===== config.mk =====
export PLATFORM = sky130hd
export DESIGN_NAME = ram_arbiter
export DESIGN_NICKNAME = d
export VERILOG_FILES = /design/src/rtl/ram_arbiter.sv
export SDC_FILE = /design/constraint.sdc
export NUM_CORES = 1
export LEC_CHECK = 0
export BUFFER_PORTS_ARGS = -buffer_cell sky130_fd_sc_hd__buf_2
export CORE_MARGIN = 1.5
export CORE_UTILIZATION = 25
export CTS_CLUSTER_DIAMETER = 60
export CTS_CLUSTER_SIZE = 12
export DETAILED_ROUTE_END_ITERATION = 8
export PLACE_DENSITY = 0.48
export SLEW_MARGIN = 20
export SYNTH_ARGS = -nofsm -noshare
export SYNTH_HDL_FRONTEND = slang
export SYNTH_SLANG_ARGS = --single-unit

===== constraint.sdc =====
create_clock -name clk -period 5.6 [get_ports clk]
set_input_delay 1.4 -clock clk [delete_from_list [all_inputs] [get_ports clk]]
set_output_delay 1.4 -clock clk [all_outputs]
set_load 0.02 [all_outputs]

===== src/rtl/ram_arbiter.sv =====
// Arbitrates the single-port data RAM between instruction fetch (read-only) and load/store.
// Define RAM_ARB_RR_EN for round-robin arbitration; otherwise fixed MEM priority with IF starvation guard.
module ram_arbiter #(
   parameter logic [31:0] ADDR_LIMIT      = 32'h0004_0000,
   parameter int unsigned IF_STARVE_LIMIT = 4
) (
   input  logic        clk,
   input  logic        rst,
   input  logic        if_req,
   input  logic [31:0] if_addr,
   output logic        if_gnt,
   output logic        if_rvalid,
   output logic [31:0] if_rdata,
   output logic        if_err,
   input  logic        mem_req,
   input  logic        mem_we,
   input  logic [2:0]  mem_wtype,
   input  logic [31:0] mem_addr,
   input  logic [31:0] mem_wdata,
   output logic        mem_gnt,
   output logic        mem_rvalid,
   output logic [31:0] mem_rdata,
   output logic        mem_err,
   output logic        ram_we,
   output logic [2:0]  ram_wtype,
   output logic [31:0] ram_addr,
   output logic [31:0] ram_wdata,
   input  logic [31:0] ram_rdata
);

   localparam logic [1:0] IDLE   = 2'd0;
   localparam logic [1:0] ACCESS = 2'd1;
   localparam logic [1:0] RESP   = 2'd2;

   logic [1:0] state, state_d;
   logic       pick_if_c, pick_mem_c;
   logic       if_fault_c, mem_fault_c;
   logic       acc_we, acc_fault, acc_mem;

`ifdef RAM_ARB_RR_EN
   logic       rr_mem_first;
`else
   localparam int unsigned STARVE_W = $clog2(IF_STARVE_LIMIT + 1);
   logic [STARVE_W-1:0] starve_cnt;
`endif

   // Fault checks on the raw request fields; only stores care about alignment on the MEM side.
   always_comb begin
      if_fault_c  = (if_addr >= ADDR_LIMIT) || (if_addr[1:0] != 2'b00);
      mem_fault_c = (mem_addr >= ADDR_LIMIT) ||
                    (mem_we && ((mem_wtype == 3'b001 && mem_addr[0]) ||
                                (mem_wtype == 3'b010 && mem_addr[1:0] != 2'b00) ||
                                (mem_wtype > 3'b010)));
   end

   always_comb begin
      state_d    = state;
      pick_if_c  = 1'b0;
      pick_mem_c = 1'b0;
      case (state)
         IDLE: begin
            if (if_req || mem_req) begin
               state_d = ACCESS;
               if (if_req && mem_req) begin
`ifdef RAM_ARB_RR_EN
                  pick_if_c = !rr_mem_first;
`else
                  pick_if_c = (starve_cnt == STARVE_W'(IF_STARVE_LIMIT));
`endif
                  pick_mem_c = !pick_if_c;
               end else begin
                  pick_if_c  = if_req;
                  pick_mem_c = mem_req;
               end
            end
         end
         ACCESS:  state_d = RESP;
         RESP:    state_d = IDLE;
         default: state_d = IDLE;
      endcase
   end

   always_ff @(posedge clk or posedge rst) begin
      if (rst) state <= IDLE;
      else     state <= state_d;
   end

   // Access latch, grant/response pulses and RAM drive.
   always_ff @(posedge clk or posedge rst) begin
      if (rst) begin
         if_gnt     <= 1'b0;
         if_rvalid  <= 1'b0;
         if_rdata   <= 32'h0;
         if_err     <= 1'b0;
         mem_gnt    <= 1'b0;
         mem_rvalid <= 1'b0;
         mem_rdata  <= 32'h0;
         mem_err    <= 1'b0;
         ram_we     <= 1'b0;
         ram_wtype  <= 3'b000;
         ram_addr   <= 32'h0;
         ram_wdata  <= 32'h0;
         acc_we     <= 1'b0;
         acc_fault  <= 1'b0;
         acc_mem    <= 1'b0;
      end else begin
         if_gnt     <= pick_if_c;
         mem_gnt    <= pick_mem_c;
         if_rvalid  <= 1'b0;
         if_rdata   <= 32'h0;
         if_err     <= 1'b0;
         mem_rvalid <= 1'b0;
         mem_rdata  <= 32'h0;
         mem_err    <= 1'b0;
         ram_we     <= 1'b0;
         case (state)
            IDLE: begin
               if (pick_if_c) begin
                  ram_addr  <= if_addr;
                  ram_wtype <= 3'b010;
                  ram_wdata <= 32'h0;
                  acc_we    <= 1'b0;
                  acc_fault <= if_fault_c;
                  acc_mem   <= 1'b0;
               end else if (pick_mem_c) begin
                  ram_addr  <= mem_addr;
                  ram_wtype <= mem_wtype;
                  ram_wdata <= mem_wdata;
                  ram_we    <= mem_we && !mem_fault_c;
                  acc_we    <= mem_we;
                  acc_fault <= mem_fault_c;
                  acc_mem   <= 1'b1;
               end
            end
            ACCESS: begin
               if (acc_mem) begin
                  mem_rvalid <= 1'b1;
                  mem_rdata  <= (acc_we || acc_fault) ? 32'h0 : ram_rdata;
                  mem_err    <= acc_fault;
               end else begin
                  if_rvalid  <= 1'b1;
                  if_rdata   <= acc_fault ? 32'h0 : ram_rdata;
                  if_err     <= acc_fault;
               end
            end
            default: ;
         endcase
      end
   end

`ifdef RAM_ARB_RR_EN
   // After each grant the other requester wins the next collision.
   always_ff @(posedge clk or posedge rst) begin
      if (rst)             rr_mem_first <= 1'b1;
      else if (pick_if_c)  rr_mem_first <= 1'b1;
      else if (pick_mem_c) rr_mem_first <= 1'b0;
   end
`else
   // Counts MEM wins while IF is waiting; reaching the limit hands IF the next arbitration.
   always_ff @(posedge clk or posedge rst) begin
      if (rst)                      starve_cnt <= '0;
      else if (!if_req || pick_if_c) starve_cnt <= '0;
      else if (pick_mem_c)          starve_cnt <= starve_cnt + STARVE_W'(1);
   end
`endif

endmodule


==> impl_metrics.env, run 1 <==
export IMPL_synth_top_area_share_pct=64.1
export IMPL_post_route_min_period_ps=2650
export IMPL_path_class="in -> reg"
export IMPL_cts_sinks=146
export IMPL_stdcell_count=1062
export IMPL_finalSetupViolCount=0
export IMPL_hold_violations=0
export IMPL_drv_slew=0
export IMPL_grt_use_total_pct=13.9
export IMPL_outcome="finished clean"
export IMPL_num_vias=4527
export IMPL_yosysUniqueCellTypes=32
export IMPL_dp_cells=1028
export IMPL_holdWs_ps=459
export IMPL_nFillCells=2331
export IMPL_end_kind="flip-flop"
export IMPL_yosysMostFrequentCell="dfrtp_1"
export IMPL_drt_initial_drc_count=98
export IMPL_nets=901
export IMPL_num_rows=55
export IMPL_synth_commonest_cells="146 x dfrtp_1, 108 x nand2_1, 66 x and2_1, 38 x o21ai_1, 35 x nand3_1"
export IMPL_drt_first_pass_iters=4
export IMPL_dieHeight_um=154
export IMPL_fmax_mhz=378
export IMPL_antenna_found_initial=2
export IMPL_wl_per_cell_um=15.1
export IMPL_design_area_um2=7880
export IMPL_h_tree_depth=4
export IMPL_root_buffer="clkbuf_16"
export IMPL_postCtsSetupBuffers=0
export IMPL_ant_nets=0
export IMPL_synth_area_um2=5700
export IMPL_synthToLayoutAreaGrowth_pct=38.3
export IMPL_holdBufCountCts=0
export IMPL_routabilityCongestion=0.749
export IMPL_synth_seq_area_share_pct=64.1
export IMPL_rsz0062_at_grt="no"
export IMPL_synth_edf_count=0
export IMPL_grt_pass1_vias=4570
export IMPL_cts_resized=0
export IMPL_path_max_fanout=35
export IMPL_yosys_most_used_dff="dfrtp_1"
export IMPL_cts_buffers=17
export IMPL_crit_arrival_ps=2990
export IMPL_cts_tree="yes"
export IMPL_synth_top_area_cell="dfrtp_1"
export IMPL_dpl_cell_area_um2=7260
export IMPL_leakagePower_nw=4.31
export IMPL_skew_ps=13.3
export IMPL_drive_above_1_share_pct=45.0
export IMPL_cts_clk_slew_worst_paths_ps=70
export IMPL_min_period_over_period_pct=47.2
export IMPL_core_um2=22500
export IMPL_viasPerCell=4.26
export IMPL_synth_avg_cell_area_um2=11.4
export IMPL_synth_cells=498
export IMPL_synth_warnings=0
export IMPL_maxCapViolCount=0
export IMPL_worstHoldPathType="reg -> reg"
export IMPL_grt_ovfl_total=0
export IMPL_clkLatencyLatePin_ps=420
export IMPL_maxSlewHeadroom_pct=32.8
export IMPL_die_w_um=154
export IMPL_worst_pin_slew_ps=1010
export IMPL_synthArstFlopShare_pct=100
export IMPL_wirelength_mm=16.1
export IMPL_initial_core_util_pct=25.3
export IMPL_die_area_um2=23700
export IMPL_cp_start_kind="primary input"
export IMPL_io_buffers=273
export IMPL_tns_ps=0
export IMPL_clockBufferDepth=2
export IMPL_grt_pass1_wl_mm=25.5
export IMPL_powerDensity_nw_per_um2=513
export IMPL_dpl_hpwl_mm=11.0
export IMPL_num_io_pins=274
export IMPL_synthTopCellsByArea="dfrtp_1 64%, and2_1 7.2%, nand2_1 7.1%, o22ai_2 6.2%, o21ai_1 3.3%"
export IMPL_ys_ff_latch=146
export IMPL_grt_max_degree=103
export IMPL_ir_drop_uv=194
export IMPL_syn_nets=636
export IMPL_drc=0
export IMPL_cp_required_ps=5950
[worst paths after layout]
check	slack [ps]	start	endpoint	depth (start not counted)
max	2950	mem_req	ram_addr[31]	5
min	460	ram_wdata[21]	ram_wdata[21]	2
max reg2reg	3500	starve_cnt[0]	ram_addr[31]	6
min reg2reg	460	ram_wdata[21]	ram_wdata[21]	2
max in group asynchronous	3590	rst	if_rdata[31]	3
min in group asynchronous	1130	rst	mem_rdata[17]	2
[state kept, by name, summed over array words and instances, names as in the netlist, 2 cells and up]
signal,count
ram_wtype,3
state,2
mem_rdata,32
starve_cnt,3
ram_addr,32
ram_wdata,32
if_rdata,32
[power by group]
group / leakage [nW] / switching [mW] / total (mW) / internal (mW)
clock: 0.277 / 0.519 / 1.12 / 0.597
combinational: 2.11 / 0.942 / 1.41 / 0.470
sequential: 1.92 / 0.153 / 1.51 / 1.36
[routing by layer]
layer	up-vias	wire length (µm)	global-route usage (%)
met2	181	7660	22.8
met3	16	1110	4.82
met5	-	13	0
met1	2138	7050	17.0
met4	2	227	4.53
li1	2190	-	-
[kinds of logic after synthesis]
logic type               share of synthesized area, %
AO/OA/AOI/OAI                                    10.9
adder cells (fa/ha/maj)                         0.439
buffers and inverters                            3.95
flip-flops                                       64.1
AND/OR/NAND/NOR                                  20.6
[critical path: stages]
cell and delay (ps):
buf_2 120, a21bo_2 220, and3_2 840, o22ai_1 190
o21ai_1 170
[cell usage in the layout (no fill, tap or decap), types with 3 or more instances in the layout]
master and n:
buf_2 273, dfrtp_1 146, nand2_1 107, and2_1 66, o21ai_1 38, nand3_1 35, o22ai_2 28, clkbuf_16 17
nor4_1 7, inv_6 6, nor2_1 5, o22ai_1 4, inv_8 4, buf_4 4, inv_1 3, nor3_1 3
clkinvlp_4 3, clkinv_8 3
[per-stage QoR]
step	total power [mW]	worst slack, ps	util [%]
global placement	2.95	2470	32.3
CTS	4.10	2950	34.9
global route	4.33	2830	35.0
finish	4.04	2950	35.0
floorplan	2.46	277	-
detailed placement	2.96	2490	32.3
[area by class of cell]
class | count | area, µm² | share of cell area [%]
Inverter | 5 | 23.8 | 0.302
Sequential cell | 146 | 3650 | 46.4
Clock inverter | 15 | 160 | 2.03
Tap cell | 285 | 357 | 4.53
Multi-Input combinational cell | 315 | 1830 | 23.3
Timing Repair Buffer | 278 | 1420 | 18.1
Clock buffer | 17 | 425 | 5.40
Antenna cell | 1 | 2.50 | 0.0318
No activity file was read; power rests on OpenSTA's default activity.
==> run 2, diff against run 1 <==
--- a/config.mk
+++ b/config.mk
@@ -11,7 +11,7 @@
 export CTS_CLUSTER_DIAMETER = 60
 export CTS_CLUSTER_SIZE = 12
 export DETAILED_ROUTE_END_ITERATION = 8
-export PLACE_DENSITY = 0.48
+export PLACE_DENSITY = 0.47
 export SLEW_MARGIN = 20
 export SYNTH_ARGS = -nofsm -noshare
 export SYNTH_HDL_FRONTEND = slang
==> constraint.sdc (replaced) <==
create_clock -name clk -period 2.7 [get_ports clk]
set_input_delay 0.675 -clock clk [delete_from_list [all_inputs] [get_ports clk]]
set_output_delay 0.675 -clock clk [all_outputs]
set_load 0.02 [all_outputs]
==> run 2 against run 1 <==
Core utilization grew 0.24 points. Critical endpoint is now ram_addr[8]. Sequential power grew 110%. Combinational power grew 110%. First-iteration DRC count grew 97%. Non-clock buffer count grew 7. Largest power group unchanged. Global-route usage grew 0.21 points. Wire length grew 0.46%. Clock skew shrank 4.4 ps. Sequential cell count is the same. Clock power grew 110%. Sequential share of layout area shrank 0.31 points.
==> impl_metrics.env, run 2 (same netlist as run 1, synthesis figures left out) <==
export IMPL_r2r_cells=7
export IMPL_viasPerCell=4.24
export IMPL_postCtsSetupBuffers=0
export IMPL_end_kind="flip-flop"
export IMPL_path_class="reg -> reg"
export IMPL_initial_core_util_pct=25.3
export IMPL_r2r_start="starve_cnt[0]"
export IMPL_drt_initial_drc_count=193
export IMPL_outcome="finished clean"
export IMPL_min_period_over_period_pct=68.4
export IMPL_num_io_pins=274
export IMPL_core_um2=22500
export IMPL_dpl_cell_area_um2=7360
export IMPL_synthToLayoutAreaGrowth_pct=39.3
export IMPL_routabilityCongestion=0.761
export IMPL_drt_first_pass_iters=4
export IMPL_layout_common_cells="273 x buf_2, 146 x dfrtp_1, 107 x nand2_1"
export IMPL_holdBufCountCts=0
export IMPL_diodes=0
export IMPL_wl_per_cell_um=15.1
export IMPL_root_buffer="clkbuf_16"
export IMPL_clkLatencyLatePin_ps=420
export IMPL_finalSetupViolCount=0
export IMPL_worst_pin_slew_ps=551
export IMPL_design_area_um2=7930
export IMPL_die_w_um=154
export IMPL_skew_ps=8.96
export IMPL_ant_nets=0
export IMPL_dpl_hpwl_mm=11.6
export IMPL_h_tree_depth=4
export IMPL_num_rows=55
export IMPL_cts_clk_slew_worst_paths_ps=60
export IMPL_fin_util_pct=35.3
export IMPL_ff2ff_setup_slack_ps=850
export IMPL_crit_arrival_ps=2180
export IMPL_drive_above_1_share_pct=45.5
export IMPL_worstHoldPathType="in -> async"
export IMPL_maxSlewHeadroom_pct=63.3
export IMPL_nets=908
export IMPL_wirelength_mm=16.1
export IMPL_fmax_mhz=541
export IMPL_cp_required_ps=3040
export IMPL_maxCapViolCount=0
export IMPL_cts_tree="yes"
export IMPL_tns_ps=0
export IMPL_drv_slew=0
export IMPL_cts_sinks=146
export IMPL_clockBufferDepth=2
export IMPL_hold_violations=0
export IMPL_cp_start_kind="flip-flop"
export IMPL_rsz0062_at_grt="no"
export IMPL_grt_pass1_vias=4538
export IMPL_grt_max_degree=58
export IMPL_grt_pass1_wl_mm=25.7
export IMPL_num_vias=4527
export IMPL_mostFrequentLayoutCell="buf_2"
export IMPL_antenna_found_initial=1
export IMPL_timing_rr_end="ram_addr[8]"
export IMPL_powerDensity_nw_per_um2=1050
export IMPL_path_max_fanout=37
export IMPL_drc=0
export IMPL_cts_resized=0
export IMPL_grt_ovfl_total=0
export IMPL_die_area_um2=23700
export IMPL_cts_buffers=17
export IMPL_total_power_mw=8.36
export IMPL_leakagePower_nw=4.35
export IMPL_grt_use_total_pct=14.1
export IMPL_ir_drop_uv=472
export IMPL_post_route_min_period_ps=1850
export IMPL_holdWs_ps=302
export IMPL_dieHeight_um=154
export IMPL_io_buffers=273
run 2: cell count changes in the layout (fill, tap and decap cells not counted), sizes merged:
cell and change:
bufinv +1, buf +7, inv -2, clkinvlp -1, clkinv +2, diode -1
run 2: final cells by class:
class,count,area [µm²]
clock buffer,17,425
clock inverter,15,148
fill,2333,14600
inverter,5,22.5
multi-input combinational,315,1830
sequential,146,3650
tap,285,357
timing repair buffer,285,1490
run 2: report_power, final:
part	internal, mW	switching (mW)	total [mW]
Combinational	0.968	1.96	2.93
Clock	1.30	1.01	2.31
Sequential	2.82	0.306	3.12
run 2: worst max path at each step:
stage,startpoint,endpoint,slack (ps),depth (start not counted)
final,starve_cnt[0],ram_addr[8],850,7
after global routing,starve_cnt[0],ram_addr[11],710,7
after CTS,starve_cnt[0],ram_addr[13],850,7
after detailed placement,mem_req,ram_addr[13],610,6
after global placement,mem_req,ram_addr[2],630,6
after floorplan,rst,acc_fault,190,1
run 2: worst max-delay path, cell delays in order (launching register included):
cell and delay (ps):
dfrtp_1 370, inv_1 70, ha_1 190, a21bo_2 220, nand2_4 430, buf_4 290, o22ai_2 80, o21ai_1 120
run 2: metrics by stage:
stage	cells	setup WS [ps]
after floorplan	498	192
after global placement	1036	631
after detailed placement	1036	609
after CTS	1068	849
after global routing	1068	715
final	1068	852
run 2: layer usage:
layer | vias to the layer above | track usage [%] | wire length, µm
li1 | 2197 | - | -
met1 | 2127 | 18.1 | 7280
met2 | 191 | 22.3 | 7500
met3 | 12 | 4.51 | 1150
met4 | 0 | 4.85 | 202
met5 | - | 0 | 0
==> run 3, diff against run 2 <==
--- a/config.mk
+++ b/config.mk
@@ -5,6 +5,7 @@
 export SDC_FILE = /design/constraint.sdc
 export NUM_CORES = 1
 export LEC_CHECK = 0
+export ABC_AREA = 1
 export BUFFER_PORTS_ARGS = -buffer_cell sky130_fd_sc_hd__buf_2
 export CORE_MARGIN = 1.5
 export CORE_UTILIZATION = 25
==> constraint.sdc (replaced) <==
create_clock -name clk -period 1.8 [get_ports clk]
set_input_delay 0.45 -clock clk [delete_from_list [all_inputs] [get_ports clk]]
set_output_delay 0.45 -clock clk [all_outputs]
set_load 0.02 [all_outputs]
==> run 3 against run 2 <==
Die area shrank 4.1%. Combinational power up 67%. Fmax grew 19%. Sequential share of layout area rose by 0.51 points. Critical path type unchanged. Highest routed layer unchanged.
==> impl_metrics.env, run 3 <==
export IMPL_outcome="finished clean"
export IMPL_stdcell_count=1088
export IMPL_wl_per_cell_um=15.1
export IMPL_worst_pin_slew_ps=387
export IMPL_multi_input_area_um2=1480
export IMPL_power_frac_clock_pct=26.7
export IMPL_synthArstFlopShare_pct=100
export IMPL_cp_slowest_cell="dfrtp_1"
export IMPL_finalSetupViolCount=0
export IMPL_synth_warnings=0
export IMPL_crit_chain="inv_1 > ha_1 > nand3_1 > nand2_1 > nor2_4 > buf_12 > nand3_1 > nand2_1 > nor2_1"
export IMPL_nFillCells=2227
export IMPL_min_period_over_period_pct=86.6
export IMPL_drt_first_pass_iters=4
export IMPL_grt_max_degree=57
export IMPL_combPwrFrac_pct=37.4
export IMPL_drc=0
export IMPL_ys_ff_latch=146
export IMPL_drive_above_1_share_pct=40.7
export IMPL_end_kind="flip-flop"
export IMPL_cts_sinks=146
export IMPL_dieHeight_um=151
export IMPL_dr_wl_met2_mm=7.60
export IMPL_synthToLayoutAreaGrowth_pct=43.7
export IMPL_maxCapViolCount=0
export IMPL_nets=938
export IMPL_leakagePower_nw=4.35
export IMPL_synth_edf_count=0
export IMPL_drt_initial_drc_count=106
export IMPL_ff_latch_area_um2=3650
export IMPL_cts_tree="yes"
export IMPL_slowest_delay_ps=370
export IMPL_ir_drop_uv=620
export IMPL_syn_nets=659
export IMPL_postCtsSetupBuffers=0
export IMPL_synth_seq_area_share_pct=66.9
export IMPL_yosysUniqueCellTypes=21
export IMPL_grt_ovfl_total=0
export IMPL_dp_cells=1056
export IMPL_crit_arrival_ps=1860
export IMPL_viasPerCell=4.27
export IMPL_hold_violations=0
export IMPL_die_w_um=151
export IMPL_r2r_cells=9
export IMPL_root_buffer="clkbuf_16"
export IMPL_worstHoldPathType="in -> async"
export IMPL_p_seq_share_pct=35.9
export IMPL_skew_ps=10.6
export IMPL_ant_nets=0
export IMPL_yosysMostFrequentCell="dfrtp_1"
export IMPL_cts_resized=0
export IMPL_grt_pass1_vias=4716
export IMPL_synthTopCellsByArea="dfrtp_1 67%, nor2_1 6.1%, o21ai_1 5.4%, a22o_1 5.3%, nand2_1 3.7%"
export IMPL_dpl_cell_area_um2=7270
export IMPL_num_vias=4644
export IMPL_fin_util_pct=37.0
export IMPL_grt_use_total_pct=14.8
export IMPL_grt_pass1_wl_mm=25.7
export IMPL_clockBufferDepth=2
export IMPL_powerDensity_nw_per_um2=1670
export IMPL_post_route_min_period_ps=1560
export IMPL_path_class="reg -> reg"
export IMPL_design_area_um2=7850
export IMPL_mostFrequentLayoutCell="buf_2"
export IMPL_clkLatencyLatePin_ps=420
export IMPL_power_switching_mw=5.17
export IMPL_antenna_found_initial=0
export IMPL_h_tree_depth=4
export IMPL_synth_area_um2=5460
export IMPL_initial_core_util_pct=25.7
export IMPL_synth_cells=521
export IMPL_cts_buffers=17
export IMPL_diodes=0
export IMPL_netSwitchingFraction_pct=39.5
export IMPL_synth_top_area_cell="dfrtp_1"
export IMPL_layout_common_cells="273 x buf_2, 146 x dfrtp_1, 88 x nor2_1"
export IMPL_rsz0062_at_grt="no"
export IMPL_routabilityCongestion=0.786
export IMPL_p_int_mw=7.91
export IMPL_cp_start_kind="flip-flop"
export IMPL_synth_top_area_share_pct=66.9
export IMPL_total_power_mw=13.1
export IMPL_wirelength_mm=16.5
export IMPL_holdBufCountCts=0
export IMPL_fmax_mhz=641
export IMPL_path_max_fanout=27
export IMPL_cts_clk_slew_worst_paths_ps=70
export IMPL_wl_met1_mm=7.24
export IMPL_num_rows=53
export IMPL_cp_required_ps=2100
export IMPL_num_io_pins=274
export IMPL_topRoutingLayerUsed="met4"
export IMPL_dpl_hpwl_mm=11.9
export IMPL_die_area_um2=22700
export IMPL_wl_met3_mm=1.46
export IMPL_drv_slew=0
export IMPL_yosys_most_used_dff="dfrtp_1"
export IMPL_synth_commonest_cells="146 x dfrtp_1, 88 x nor2_1, 59 x o21ai_1, 54 x nand2_1, 46 x inv_1"
export IMPL_maxSlewHeadroom_pct=74.2
export IMPL_io_buffers=273
export IMPL_synth_avg_cell_area_um2=10.5
export IMPL_core_um2=21200
-- run 3: cells by family after synthesis --
kind of cell	after synthesis	synth area share, %
and+or+nand+nor	189	14.2
DFF	146	66.9
AOI/OAI and AO/OA	105	12.2
buffers and inverters	79	6.23
adders and majority gates	2	0.458
-- run 3: power by group through the flow --
stage	combinational [mW]	sequential (mW)	clock, mW
after global routing	5.38	4.82	3.73
after CTS	5.01	4.71	3.62
final	4.89	4.70	3.49
after global placement	5.00	4.75	0
after detailed placement	5.02	4.74	0
after floorplan	1.93	5.84	0
-- run 3: final timing paths --
check | startpoint | to | slack [ps]
worst max-delay path | starve_cnt[0] | starve_cnt[2] | 240
max in group asynchronous | rst | ram_wdata[30] | 1240
worst max register to register | starve_cnt[0] | starve_cnt[2] | 240
worst min-delay path | rst | if_rdata[26] | 30
min in group clk | mem_wdata[23] | ram_wdata[23] | 240
worst min register to register | state[1] | state[1] | 470
-- run 3: layout make-up --
class	instances	share of cell area [%]
well taps	275	4.39
clock buffers	18	5.60
multi-input cells	296	18.8
repair buffers	289	20.4
clock inverters	14	1.79
inverters	50	2.44
flip-flops and latches	146	46.6
-- run 3: worst max-delay path, delay by kind of cell, from the launching register on --
| family | cells | cell delay (ps) |
|---|---|---|
| fa+ha+maj | 1 | 190 |
| simple gates | 6 | 610 |
| flops | 1 | 370 |
| buf+inv | 2 | 260 |
-- run 3: metrics by stage --
stage | setup slack, ps | setup TNS [ps] | hold slack (ps)
6_report | 241 | 0 | 25.1
5_1_grt | 68.4 | 0 | 44.9
4_1_cts | 223 | 0 | 24.9
3_5_place_dp | 221 | 0 | 470
3_3_place_gp | 257 | 0 | 466
2_1_floorplan | -483 | -70520 | 426
-- run 3: routing by layer --
layer  track usage [%]  up-vias
li1                  -     2257
met4              4.51        0
met1              18.4     2175
met3              5.12       13
met2              24.1      199
met5                 0        -
